## config.mk

```make
export PLATFORM = sky130hd
export DESIGN_NAME = pipe_stage_skid
export DESIGN_NICKNAME = d
export VERILOG_FILES = /design/src/rtl/pipe_stage_skid.sv
export SDC_FILE = /design/constraint.sdc
export NUM_CORES = 1
export LEC_CHECK = 0
export BUFFER_PORTS_ARGS = -buffer_cell sky130_fd_sc_hd__buf_4
export CAP_MARGIN = 25
export CORE_UTILIZATION = 33
export DETAILED_ROUTE_END_ITERATION = 8
export GPL_ROUTABILITY_DRIVEN = 1
export GPL_TIMING_DRIVEN = 0
export PLACE_DENSITY = 0.57
export SLEW_MARGIN = 20
export SYNTH_ARGS = -nofsm -noshare
export SYNTH_HDL_FRONTEND = slang
export SYNTH_SLANG_ARGS = --single-unit
```

## constraint.sdc

```tcl
create_clock -name clk -period 6.8 [get_ports clk]
set_input_delay 1.02 -clock clk [delete_from_list [all_inputs] [get_ports clk]]
set_output_delay 1.02 -clock clk [all_outputs]
set_load 0.05 [all_outputs]
```

## src/rtl/pipe_stage_skid.sv

```systemverilog
// pipe_stage_skid: valid/ready pipeline register with a 2-entry skid buffer and flush-to-NOP.
// Latency: 1 cycle from accept to out_valid when empty; 1 entry/cycle with out_ready held high.
// Backpressure: in_ready is decoded from registered state (low only when both entries are held).
// Optional feature macro: PIPE_STALL_CNT_EN adds a saturating stall_cnt output.
module pipe_stage_skid #(
  parameter int unsigned       DATA_W  = 64,
  parameter logic [DATA_W-1:0] NOP_VAL = '0,
  parameter int unsigned       CNT_W   = 16
) (
  input  logic              clk,
  input  logic              rst,
  input  logic              flush,
  input  logic              in_valid,
  output logic              in_ready,
  input  logic [DATA_W-1:0] in_data,
  output logic              out_valid,
  input  logic              out_ready,
  output logic [DATA_W-1:0] out_data
`ifdef PIPE_STALL_CNT_EN
  ,
  output logic [CNT_W-1:0]  stall_cnt
`endif
);

  typedef enum logic [1:0] {
    ST_EMPTY = 2'd0,
    ST_ONE   = 2'd1,
    ST_TWO   = 2'd2
  } state_t;

  // Reject degenerate widths at elaboration time.
  if (DATA_W < 1 || CNT_W < 1) begin : g_param_check
    $error("pipe_stage_skid: DATA_W and CNT_W must be >= 1");
  end

  state_t              r_state;
  state_t              w_state_nxt;
  logic [DATA_W-1:0]   r_main;
  logic [DATA_W-1:0]   r_skid;

  logic                w_accept;
  logic                w_drain;
  logic                w_main_nop;
  logic                w_main_from_in;
  logic                w_main_from_skid;
  logic                w_skid_load;

  // Handshake outputs come straight from the state register, so no ready path crosses the stage.
  assign out_valid = (r_state != ST_EMPTY);
  assign in_ready  = (r_state != ST_TWO);
  assign out_data  = r_main;

  assign w_accept  = in_valid & in_ready;
  assign w_drain   = out_valid & out_ready;

  // Next-state and datapath-load decode; flush overrides every transition.
  always_comb begin
    w_state_nxt      = r_state;
    w_main_nop       = 1'b0;
    w_main_from_in   = 1'b0;
    w_main_from_skid = 1'b0;
    w_skid_load      = 1'b0;
    if (flush) begin
      w_state_nxt = ST_EMPTY;
      w_main_nop  = 1'b1;
    end else begin
      case (r_state)
        ST_EMPTY: begin
          if (w_accept) begin
            w_main_from_in = 1'b1;
            w_state_nxt    = ST_ONE;
          end
        end
        ST_ONE: begin
          if (w_accept && w_drain) begin
            w_main_from_in = 1'b1;
          end else if (w_accept) begin
            w_skid_load = 1'b1;
            w_state_nxt = ST_TWO;
          end else if (w_drain) begin
            // Main keeps its last payload; out_valid=0 tells downstream to ignore it.
            w_state_nxt = ST_EMPTY;
          end
        end
        ST_TWO: begin
          if (w_drain) begin
            w_main_from_skid = 1'b1;
            w_state_nxt      = ST_ONE;
          end
        end
        default: begin
          w_state_nxt = ST_EMPTY;
          w_main_nop  = 1'b1;
        end
      endcase
    end
  end

  // State register; reset lands in EMPTY immediately, without waiting for a clock.
  always_ff @(posedge clk or posedge rst) begin
    if (rst) begin
      r_state <= ST_EMPTY;
    end else begin
      r_state <= w_state_nxt;
    end
  end

  // Main/skid payload registers; main shows NOP_VAL after reset or flush.
  always_ff @(posedge clk or posedge rst) begin
    if (rst) begin
      r_main <= NOP_VAL;
      r_skid <= NOP_VAL;
    end else begin
      if (w_main_nop) begin
        r_main <= NOP_VAL;
      end else if (w_main_from_in) begin
        r_main <= in_data;
      end else if (w_main_from_skid) begin
        r_main <= r_skid;
      end
      if (w_skid_load) begin
        r_skid <= in_data;
      end
    end
  end

`ifdef PIPE_STALL_CNT_EN
  logic [CNT_W-1:0] r_stall_cnt;
  logic             w_stall;

  assign w_stall   = out_valid & ~out_ready;
  assign stall_cnt = r_stall_cnt;

  // Count backpressured cycles, saturating; only reset clears it so flushes keep the history.
  always_ff @(posedge clk or posedge rst) begin
    if (rst) begin
      r_stall_cnt <= '0;
    end else if (w_stall && (r_stall_cnt != {CNT_W{1'b1}})) begin
      r_stall_cnt <= r_stall_cnt + 1'b1;
    end
  end
`else
`endif

endmodule
```

==> results.py, run 1 <==
metrics = {
    "critical_path": {
        "cp_max_fo": 6,
        "crit_required_ns": 5.78,
        "slowest_stage": "dfrtp_1",
        "cp_top_family": "flip-flops",
        "reg2regPathDepth": 6,
        "critPathKind": "reg2out",
        "end_kind": "output pin",
        "cpPeakStageDelay_ns": 0.44,
        "cp_num_buf_inv": 1,
        "path_depth": 2,
        "cp-start-kind": "flip-flop",
        "arrival_ns": 1.34,
        "crit_chain": "or2_2 -> buf_4",
    },
    "die": {
        "die_h_um": 131,
        "initial_core_util": 0.341,
        "die_x_um": 131,
        "dieArea_mm2": 0.0171,
        "row_count": 46,
        "core-area_mm2": 0.0161,
        "num_io_pins": 135,
    },
    "clock_tree": {
        "ctsHoldBuffers": 0,
        "clockBufferDepth": 2,
        "clkTransAtPathRegs_ns": 0.05,
        "tritoncts": "yes",
        "numCtsBuffers": 17,
        "clkLatencyLatePin_ns": 0.41,
        "clock-sinks": 130,
        "cts_max_level": 4,
        "post_cts_buffers": 0,
        "cts_root_buf": "clkbuf_16",
        "cts_resized": 0,
    },
    "timing": {
        "tightest_slew_ns": 0.511,
        "finalSetupTns_ns": 0,
        "finClkSkew_ns": 0.00684,
        "min_period_ns": 2.36,
        "setup_slack_ns": 4.44,
        "setup_viol": 0,
        "period_share": 0.347,
        "slew_headroom": 0.659,
        "hold_viol_final": 0,
        "fmax_mhz": 424,
        "final_max_slew_viol_count": 0,
        "rsz0062_at_grt": "false",
    },
    "layout": {
        "drive_gt1_frac": 0.393,
        "antenna_cells": 0,
        "fin_nets": 592,
        "area_growth_syn_to_layout_pct": 34.7,
        "fillCellCount": 1481,
    },
    "yosys": {
        "yosys_warnings": 0,
        "synth_area_mm2": 0.00547,
        "syn-num-nets": 438,
        "synthCells": 369,
        "syn_avg_cell_area_um2": 14.8,
        "ys_seq_area_frac": 0.594,
        "ys_types": 25,
        "ys_seq_elements": 130,
    },
    "hold_path": {
        "worstHoldPathCells": 1,
        "hp-class": "reg2reg",
    },
    "grt": {
        "grt_pass1_vias": 3849,
        "antenna_found_initial": 0,
        "grt_overflow": 0,
        "track_usage": 0.157,
        "grt_pass1_wl_um": 20000,
        "grt_max_degree": 69,
    },
    "power_and_ir_drop": {
        "power_density_mw_per_mm2": 338,
        "leakage_nw": 3.69,
        "peakVddDrop_v": 0.000169,
    },
    "drt": {
        "via_per_inst": 4.84,
        "first_pass_iters": 4,
        "post_drt_wl_per_cell_um": 16.8,
        "num_vias": 3638,
        "postRouteAntennaNets": 0,
        "drc": 0,
        "wirelength_um": 12600,
        "drt_iter0_drc": 125,
    },
    "placement": {
        "pre_cts_ws_ns": 4.25,
        "dp_hpwl_um": 8570,
        "port_buffers": 134,
        "gp_congestion": 0.696,
    },
    "run_status": {
        "status": "finished, final reports clean",
    },
    "job": {
        "max-cap-violations": 0,
    },
}
[cell type report]
| class | count | area (um^2) | area share |
|---|---|---|---|
| flip-flops and latches | 130 | 3250 | 0.441 |
| multi-input cells | 211 | 2050 | 0.278 |
| repair buffers | 135 | 1030 | 0.140 |
| clock buffers | 22 | 484 | 0.0657 |
| well taps | 216 | 270 | 0.0366 |
| plain buffers | 26 | 160 | 0.0217 |
| clock inverters | 9 | 105 | 0.0143 |
| inverters | 2 | 15.0 | 0.00204 |
[cells by family after synthesis]
| group | synth area share |
|---|---|
| flops | 0.594 |
| mux | 0.251 |
| compound gates | 0.111 |
| buf+inv | 0.0306 |
| simple gates | 0.0133 |
[metal layers]
layer | track usage | vias up | wire length (um)
met5 | 0 | - | 0
met4 | 0.0636 | 0 | 233
met3 | 0.0525 | 23 | 830
met2 | 0.245 | 112 | 5690
met1 | 0.199 | 1817 | 5840
li1 | - | 1686 | -
[final timing paths]
kind / from / endpoint / slack, ns
setup / recovery: r_state[1] / out_valid / 4.44
hold / removal: out_data[19] / out_data[19] / 0.49
setup reg to reg: r_state[1] / out_data[30] / 4.95
hold reg to reg: out_data[19] / out_data[19] / 0.49
max in group asynchronous: rst / r_skid[2] / 5.48
min in group asynchronous: rst / r_skid[54] / 0.63
[report_power, final]
part / switching [mW] / total [mW] / internal [mW] / leakage [nW]
sequential: 0.0842 / 1.02 / 0.936 / 1.67
clock: 0.324 / 0.897 / 0.574 / 0.280
combinational: 0.343 / 0.578 / 0.235 / 1.75
total: 0.751 / 2.50 / 1.74 / 3.69
[synthesized netlist by cell type (all sizes together)]
master,count,share of area
buf,24,0.028
nand2b,3,0.0034
nor2,2,0.0014
a211oi,1,0.0014
and3,1,0.0011
nand3,1,0.00091
mux2i,65,0.12
inv,2,0.0014
a21o,1,0.0014
mux2,64,0.13
or2,2,0.0023
o21bai,1,0.0014
nor3b,1,0.0023
clkbuf,2,0.0014
dfrtp,130,0.59
o21ai,1,0.00091
o2bb2ai,64,0.10
a21oi,2,0.0039
nand2,2,0.0018
[flip-flops by register name, summed over array words and instances, names as in the netlist]
register  cells
r_skid       64
out_data     64
r_state       2
[cell usage in the layout, fill, tap and decap left out, types with 2 or more instances in the layout]
cell,instances
clkinv_2,3
dfrtp_1,130
clkbuf_16,17
mux2i_1,65
clkbuf_1,3
clkinvlp_4,4
nand2b_1,3
buf_6,6
buf_1,4
buf_4,134
bufinv_16,2
clkbuf_8,4
mux2_1,44
o2bb2ai_1,64
nor2_1,2
buf_2,14
mux2_2,20
[metrics by stage]
stage                     power (mW)  instances   util  instance area (um^2)  hold WS, ns
after floorplan                 1.42        369      -                  5470        0.464
after global placement          1.60        719  0.420                  6750        0.472
after detailed placement        1.62        720  0.423                  6790        0.475
after CTS                       2.53        751  0.459                  7370        0.493
after global routing            2.61        751  0.459                  7370        0.504
final                           2.50        751  0.459                  7370        0.487
(Power assumes the default switching activity.)
==> inputs of run 2 (changes only) <==
- clock period: 6.8 -> 2.25 ns (I/O delays scaled with it)
==> run 2 against run 1 <==
Effect of this change: sequential share of layout area fell by 0.66 points; clock skew fell by 0.00083 ns; first-iteration DRC count fell by 8.0%; critical endpoint is now out_data[52]; sequential power rose to 3.0 times the previous value; design area rose by 1.5%; final cell count rose by 0.80%; core utilization rose by 0.70 points.
==> results.py, run 2 (synthesis results as in run 1) <==
metrics = {
    "run_status": {
        "status": "finished, final reports clean",
    },
    "timing": {
        "period_share": 0.857,
        "setup_viol": 0,
        "fmax_mhz": 519,
        "finClkSkew_ns": 0.00602,
        "min_period_ns": 1.93,
        "final_max_slew_viol_count": 0,
        "hold_viol_final": 0,
        "slew_headroom": 0.658,
        "finalSetupTns_ns": 0,
        "tightest_slew_ns": 0.513,
        "rsz0062_at_grt": "false",
        "setup_slack_ns": 0.323,
    },
    "critical_path": {
        "r2r_slack_ns": 0.32,
        "cp-start-kind": "flip-flop",
        "reg2regPathDepth": 6,
        "cp-startpoint": "r_state[1]",
        "cp_max_fo": 10,
        "reg2reg_to": "out_data[52]",
        "end_kind": "flip-flop",
        "r2r_start": "r_state[1]",
        "crit_required_ns": 2.52,
        "critPathKind": "reg2reg",
        "arrival_ns": 2.20,
    },
    "clock_tree": {
        "cts_resized": 0,
        "clockBufferDepth": 2,
        "clkLatencyLatePin_ns": 0.41,
        "clock-sinks": 130,
        "tritoncts": "yes",
        "clkTransAtPathRegs_ns": 0.05,
        "cts_root_buf": "clkbuf_16",
        "post_cts_buffers": 0,
        "numCtsBuffers": 17,
        "cts_max_level": 4,
    },
    "grt": {
        "grt_busiest_layer": "met2",
        "met3_usage": 0.0590,
        "track_usage": 0.157,
        "met1_usage": 0.199,
        "antenna_found_initial": 0,
        "grtUsageMet2": 0.246,
        "grt_max_degree": 31,
        "grt_overflow": 0,
        "grt_pass1_wl_um": 20100,
        "grt_pass1_vias": 3848,
    },
    "die": {
        "initial_core_util": 0.341,
        "die_x_um": 131,
        "num_io_pins": 135,
        "die_h_um": 131,
        "dieArea_mm2": 0.0171,
        "row_count": 46,
        "core-area_mm2": 0.0161,
    },
    "hold_path": {
        "holdPathEnd": "r_state[1]",
        "worstHoldStart": "out_ready",
        "hp-class": "in2reg",
        "worstHoldPathCells": 2,
    },
    "layout": {
        "final_common_cell": "buf_4",
        "fin_nets": 597,
        "fin_area_mm2": 0.00749,
        "final_cell_mix": "buf_4, dfrtp_1, mux2i_1",
        "final_cells": 757,
        "area_growth_syn_to_layout_pct": 36.8,
        "drive_gt1_frac": 0.397,
        "antenna_cells": 0,
    },
    "placement": {
        "dp_hpwl_um": 8760,
        "placed_area_mm2": 0.00688,
        "port_buffers": 134,
        "dp_cells": 724,
        "gp_congestion": 0.697,
        "pre_cts_ws_ns": 0.346,
    },
    "drt": {
        "post_drt_wl_per_cell_um": 16.7,
        "num_vias": 3658,
        "first_pass_iters": 4,
        "drc": 0,
        "wirelength_um": 12600,
        "postRouteAntennaNets": 0,
        "drt_iter0_drc": 115,
        "via_per_inst": 4.83,
    },
    "power_and_ir_drop": {
        "seqPwrFrac": 0.406,
        "switching_share": 0.300,
        "leakage_nw": 3.75,
        "peakVddDrop_v": 0.000494,
        "p_int_mw": 5.32,
        "p_sw_mw": 2.28,
        "power.total_mw": 7.60,
        "p_comb_frac": 0.232,
        "power_density_mw_per_mm2": 1020,
        "clockPowerShare": 0.363,
    },
    "job": {
        "max-cap-violations": 0,
    },
}
## run 2: changes by cell type in the layout (fill, tap and decap cells not counted)
cell and delta:
buf_12 +2, buf_16 +2, clkbuf_8 +1, clkinv_2 +1
dlygate4sd3_1 +1, inv_8 -1
## run 2: final cells by class
cell class / count / area (um^2)
plain buffers: 26 / 160
clock buffers: 23 / 498
clock inverters: 9 / 103
fillers: 1440 / 8570
inverters: 2 / 11.3
multi-input cells: 211 / 2050
flip-flops and latches: 130 / 3250
well taps: 216 / 270
repair buffers: 140 / 1140
## run 2: power groups by stage
| stage | Combinational (mW) | Sequential, mW | Clock, mW |
|---|---|---|---|
| 5_1_grt | 1.90 | 3.14 | 2.94 |
| 3_5_place_dp | 1.79 | 3.12 | 0 |
| 2_1_floorplan | 0.689 | 3.61 | 0 |
| 3_3_place_gp | 1.72 | 3.10 | 0 |
| 4_1_cts | 1.79 | 3.09 | 2.83 |
| 6_report | 1.76 | 3.08 | 2.76 |
## run 2: metal layers
| metal | vias up | wire, um |
|---|---|---|
| met5 | - | 0 |
| met4 | 0 | 148 |
| met3 | 14 | 830 |
| met2 | 96 | 5950 |
| met1 | 1851 | 5690 |
| li1 | 1697 | - |
## run 2: critical path, stage by stage, from the launching register on
cell and delay (ns):
dfrtp_1 0.46, mux2i_1 0.23, nor2_1 0.08, o21bai_1 0.12, buf_2 0.30, buf_1 0.45
o2bb2ai_1 0.15
## run 2: what timing repair did
action / CTS / global route
endpoints found under the hold margin: 13 / 0
setup endpoints to repair: 0 / 0
hold buffers: 1 / 0
## run 2: worst max-delay path by stage
stage | end | cells past startpoint
5_1_grt | out_data[46] | 6
3_3_place_gp | out_data[52] | 2
6_report | out_data[52] | 6
4_1_cts | out_data[47] | 6
3_5_place_dp | out_data[33] | 6
2_1_floorplan | out_data[0] | 1
## run 2: through the flow
| step | utilization | hold WS [ns] |
|---|---|---|
| 5_1_grt | 0.466 | 0.116 |
| 3_5_place_dp | 0.428 | 0.369 |
| 2_1_floorplan | - | 0.404 |
| 3_3_place_gp | 0.421 | 0.472 |
| 4_1_cts | 0.466 | 0.0990 |
| 6_report | 0.466 | 0.123 |
==> inputs of run 3 (changes only) <==
- CORE_ASPECT_RATIO: unset -> 1.4
- CTS_BUF_LIST: unset -> sky130_fd_sc_hd__clkbuf_16
==> run 3 against run 2 <==
Effect of this change: via count is 0.63% lower; critical endpoint is now out_data[10]; largest power group unchanged; design area is 0.63% lower; first-iteration DRC count is 29% lower; highest routed layer unchanged.
==> results.py, run 3 (synthesis results as in run 1) <==
metrics = {
    "die": {
        "die_h_um": 154,
        "num_io_pins": 135,
        "dieArea_mm2": 0.0171,
        "core-area_mm2": 0.0162,
        "row_count": 55,
        "die_x_um": 111,
        "initial_core_util": 0.338,
    },
    "critical_path": {
        "end_kind": "flip-flop",
        "r2r_start": "r_state[1]",
        "cp-start-kind": "flip-flop",
        "arrival_ns": 2.19,
        "crit_required_ns": 2.52,
        "critPathKind": "reg2reg",
        "crit_chain": "mux2i_1 -> nor2_1 -> o21bai_1 -> buf_2 -> buf_1 -> o2bb2ai_1",
        "cp_max_fo": 10,
        "slowest_stage": "dfrtp_1",
        "cpPeakStageDelay_ns": 0.47,
        "cp_num_buf_inv": 2,
        "reg2regPathDepth": 6,
        "r2r_slack_ns": 0.33,
        "reg2reg_to": "out_data[10]",
        "cp_top_family": "buffers and inverters",
    },
    "drt": {
        "first_pass_iters": 4,
        "drc": 0,
        "num_vias": 3635,
        "postRouteAntennaNets": 0,
        "wirelength_um": 12900,
        "via_per_inst": 4.92,
        "post_drt_wl_per_cell_um": 17.4,
        "drt_iter0_drc": 82,
    },
    "grt": {
        "grt_max_degree": 36,
        "grt_overflow": 0,
        "antenna_found_initial": 0,
        "track_usage": 0.158,
        "grt_pass1_vias": 3905,
        "grt_pass1_wl_um": 20900,
    },
    "layout": {
        "antenna_cells": 0,
        "final_common_cell": "buf_4",
        "area_growth_syn_to_layout_pct": 35.9,
        "fin_nets": 596,
        "final_cell_mix": "buf_4, dfrtp_1, mux2i_1",
        "final_cells": 739,
        "drive_gt1_frac": 0.393,
        "fillCellCount": 1466,
        "fin_util": 0.460,
    },
    "clock_tree": {
        "cts_resized": 0,
        "cts_max_level": 4,
        "clock-sinks": 130,
        "clkLatencyLatePin_ns": 0.41,
        "clkTransAtPathRegs_ns": 0.06,
        "cts_root_buf": "clkbuf_16",
        "clockBufferDepth": 2,
        "numCtsBuffers": 17,
        "tritoncts": "yes",
    },
    "power_and_ir_drop": {
        "peakVddDrop_v": 0.000746,
        "power_density_mw_per_mm2": 1040,
        "leakage_nw": 3.74,
        "power.total_mw": 7.72,
    },
    "placement": {
        "gp_congestion": 0.705,
        "dp_cells": 706,
        "dp_hpwl_um": 9060,
        "port_buffers": 134,
    },
    "timing": {
        "hold_viol_final": 0,
        "setup_viol": 0,
        "period_share": 0.854,
        "fmax_mhz": 520,
        "final_max_slew_viol_count": 0,
        "finClkSkew_ns": 0.00983,
        "slew_headroom": 0.656,
        "rsz0062_at_grt": "false",
        "min_period_ns": 1.92,
        "tightest_slew_ns": 0.514,
    },
    "job": {
        "max-cap-violations": 0,
    },
    "hold_path": {
        "holdPathEnd": "r_state[1]",
        "worstHoldStart": "out_ready",
        "hp-class": "in2reg",
        "worstHoldPathCells": 2,
    },
    "run_status": {
        "status": "finished, final reports clean",
    },
}
run 3: changes by cell type in the layout (fill, tap and decap cells not counted), sizes merged:
| cell | before | now |
|---|---|---|
| buf | 163 | 162 |
| bufinv | 2 | 4 |
| clkbuf | 25 | 19 |
| clkinv | 4 | 5 |
| clkinvlp | 4 | 3 |
| inv | 1 | 5 |
run 3: worst max path at each step:
stage | endpoint | from | depth (start not counted) | slack (ns)
2_1_floorplan | out_data[0] | rst | 1 | 0.30
3_3_place_gp | r_skid[43] | rst | 2 | -0.52
3_5_place_dp | out_data[25] | r_state[1] | 6 | 0.32
4_1_cts | out_data[48] | r_state[1] | 6 | 0.30
5_1_grt | out_data[25] | r_state[1] | 6 | 0.14
6_report | out_data[10] | r_state[1] | 6 | 0.33
run 3: metrics by stage:
stage          cell area [um^2]  hold slack (ns)  setup TNS (ns)  setup slack (ns)
6_report                   7440            0.114               0             0.329
5_1_grt                    7440            0.104               0             0.137
4_1_cts                    7440           0.0953               0             0.298
3_5_place_dp               6810            0.273               0             0.317
3_3_place_gp               6730            0.473          -67.55            -0.523
2_1_floorplan              5480            0.404               0             0.303
run 3: repair_timing:
item / CTS / global route
setup buffers: 0 / 0
endpoints found under the hold margin: 4 / 0
hold buffers: 1 / 0
endpoints found under the setup margin: 0 / 0
run 3: power by group:
| part | total, mW | switching, mW | leakage [nW] | internal (mW) |
|---|---|---|---|---|
| clock network | 2.88 | 1.03 | 0.304 | 1.85 |
| registers | 3.09 | 0.261 | 1.67 | 2.83 |
| logic | 1.76 | 1.04 | 1.77 | 0.719 |
| total | 7.72 | 2.33 | 3.74 | 5.39 |
run 3: per-layer routing:
metal	routed length, um	track usage	vias to the layer above
met5	0	0	-
met4	202	0.0622	0
met3	591	0.0498	12
met2	6630	0.268	81
met1	5440	0.186	1845
li1	-	-	1697
run 3: layout make-up:
type	count	area (um^2)	area share
Clock buffer	17	425	0.0572
Sequential cell	130	3250	0.437
Buffer	26	160	0.0215
Inverter	2	11.3	0.00151
Tap cell	199	249	0.0335
Timing Repair Buffer	139	1100	0.147
Multi-Input combinational cell	211	2050	0.276
Clock inverter	15	191	0.0257
run 3: worst register-to-register path, stage by stage (launching register included):
cell,delay (ns)
dfrtp_1,0.47
mux2i_1,0.23
nor2_1,0.08
o21bai_1,0.13
buf_2,0.28
buf_1,0.45
o2bb2ai_1,0.15
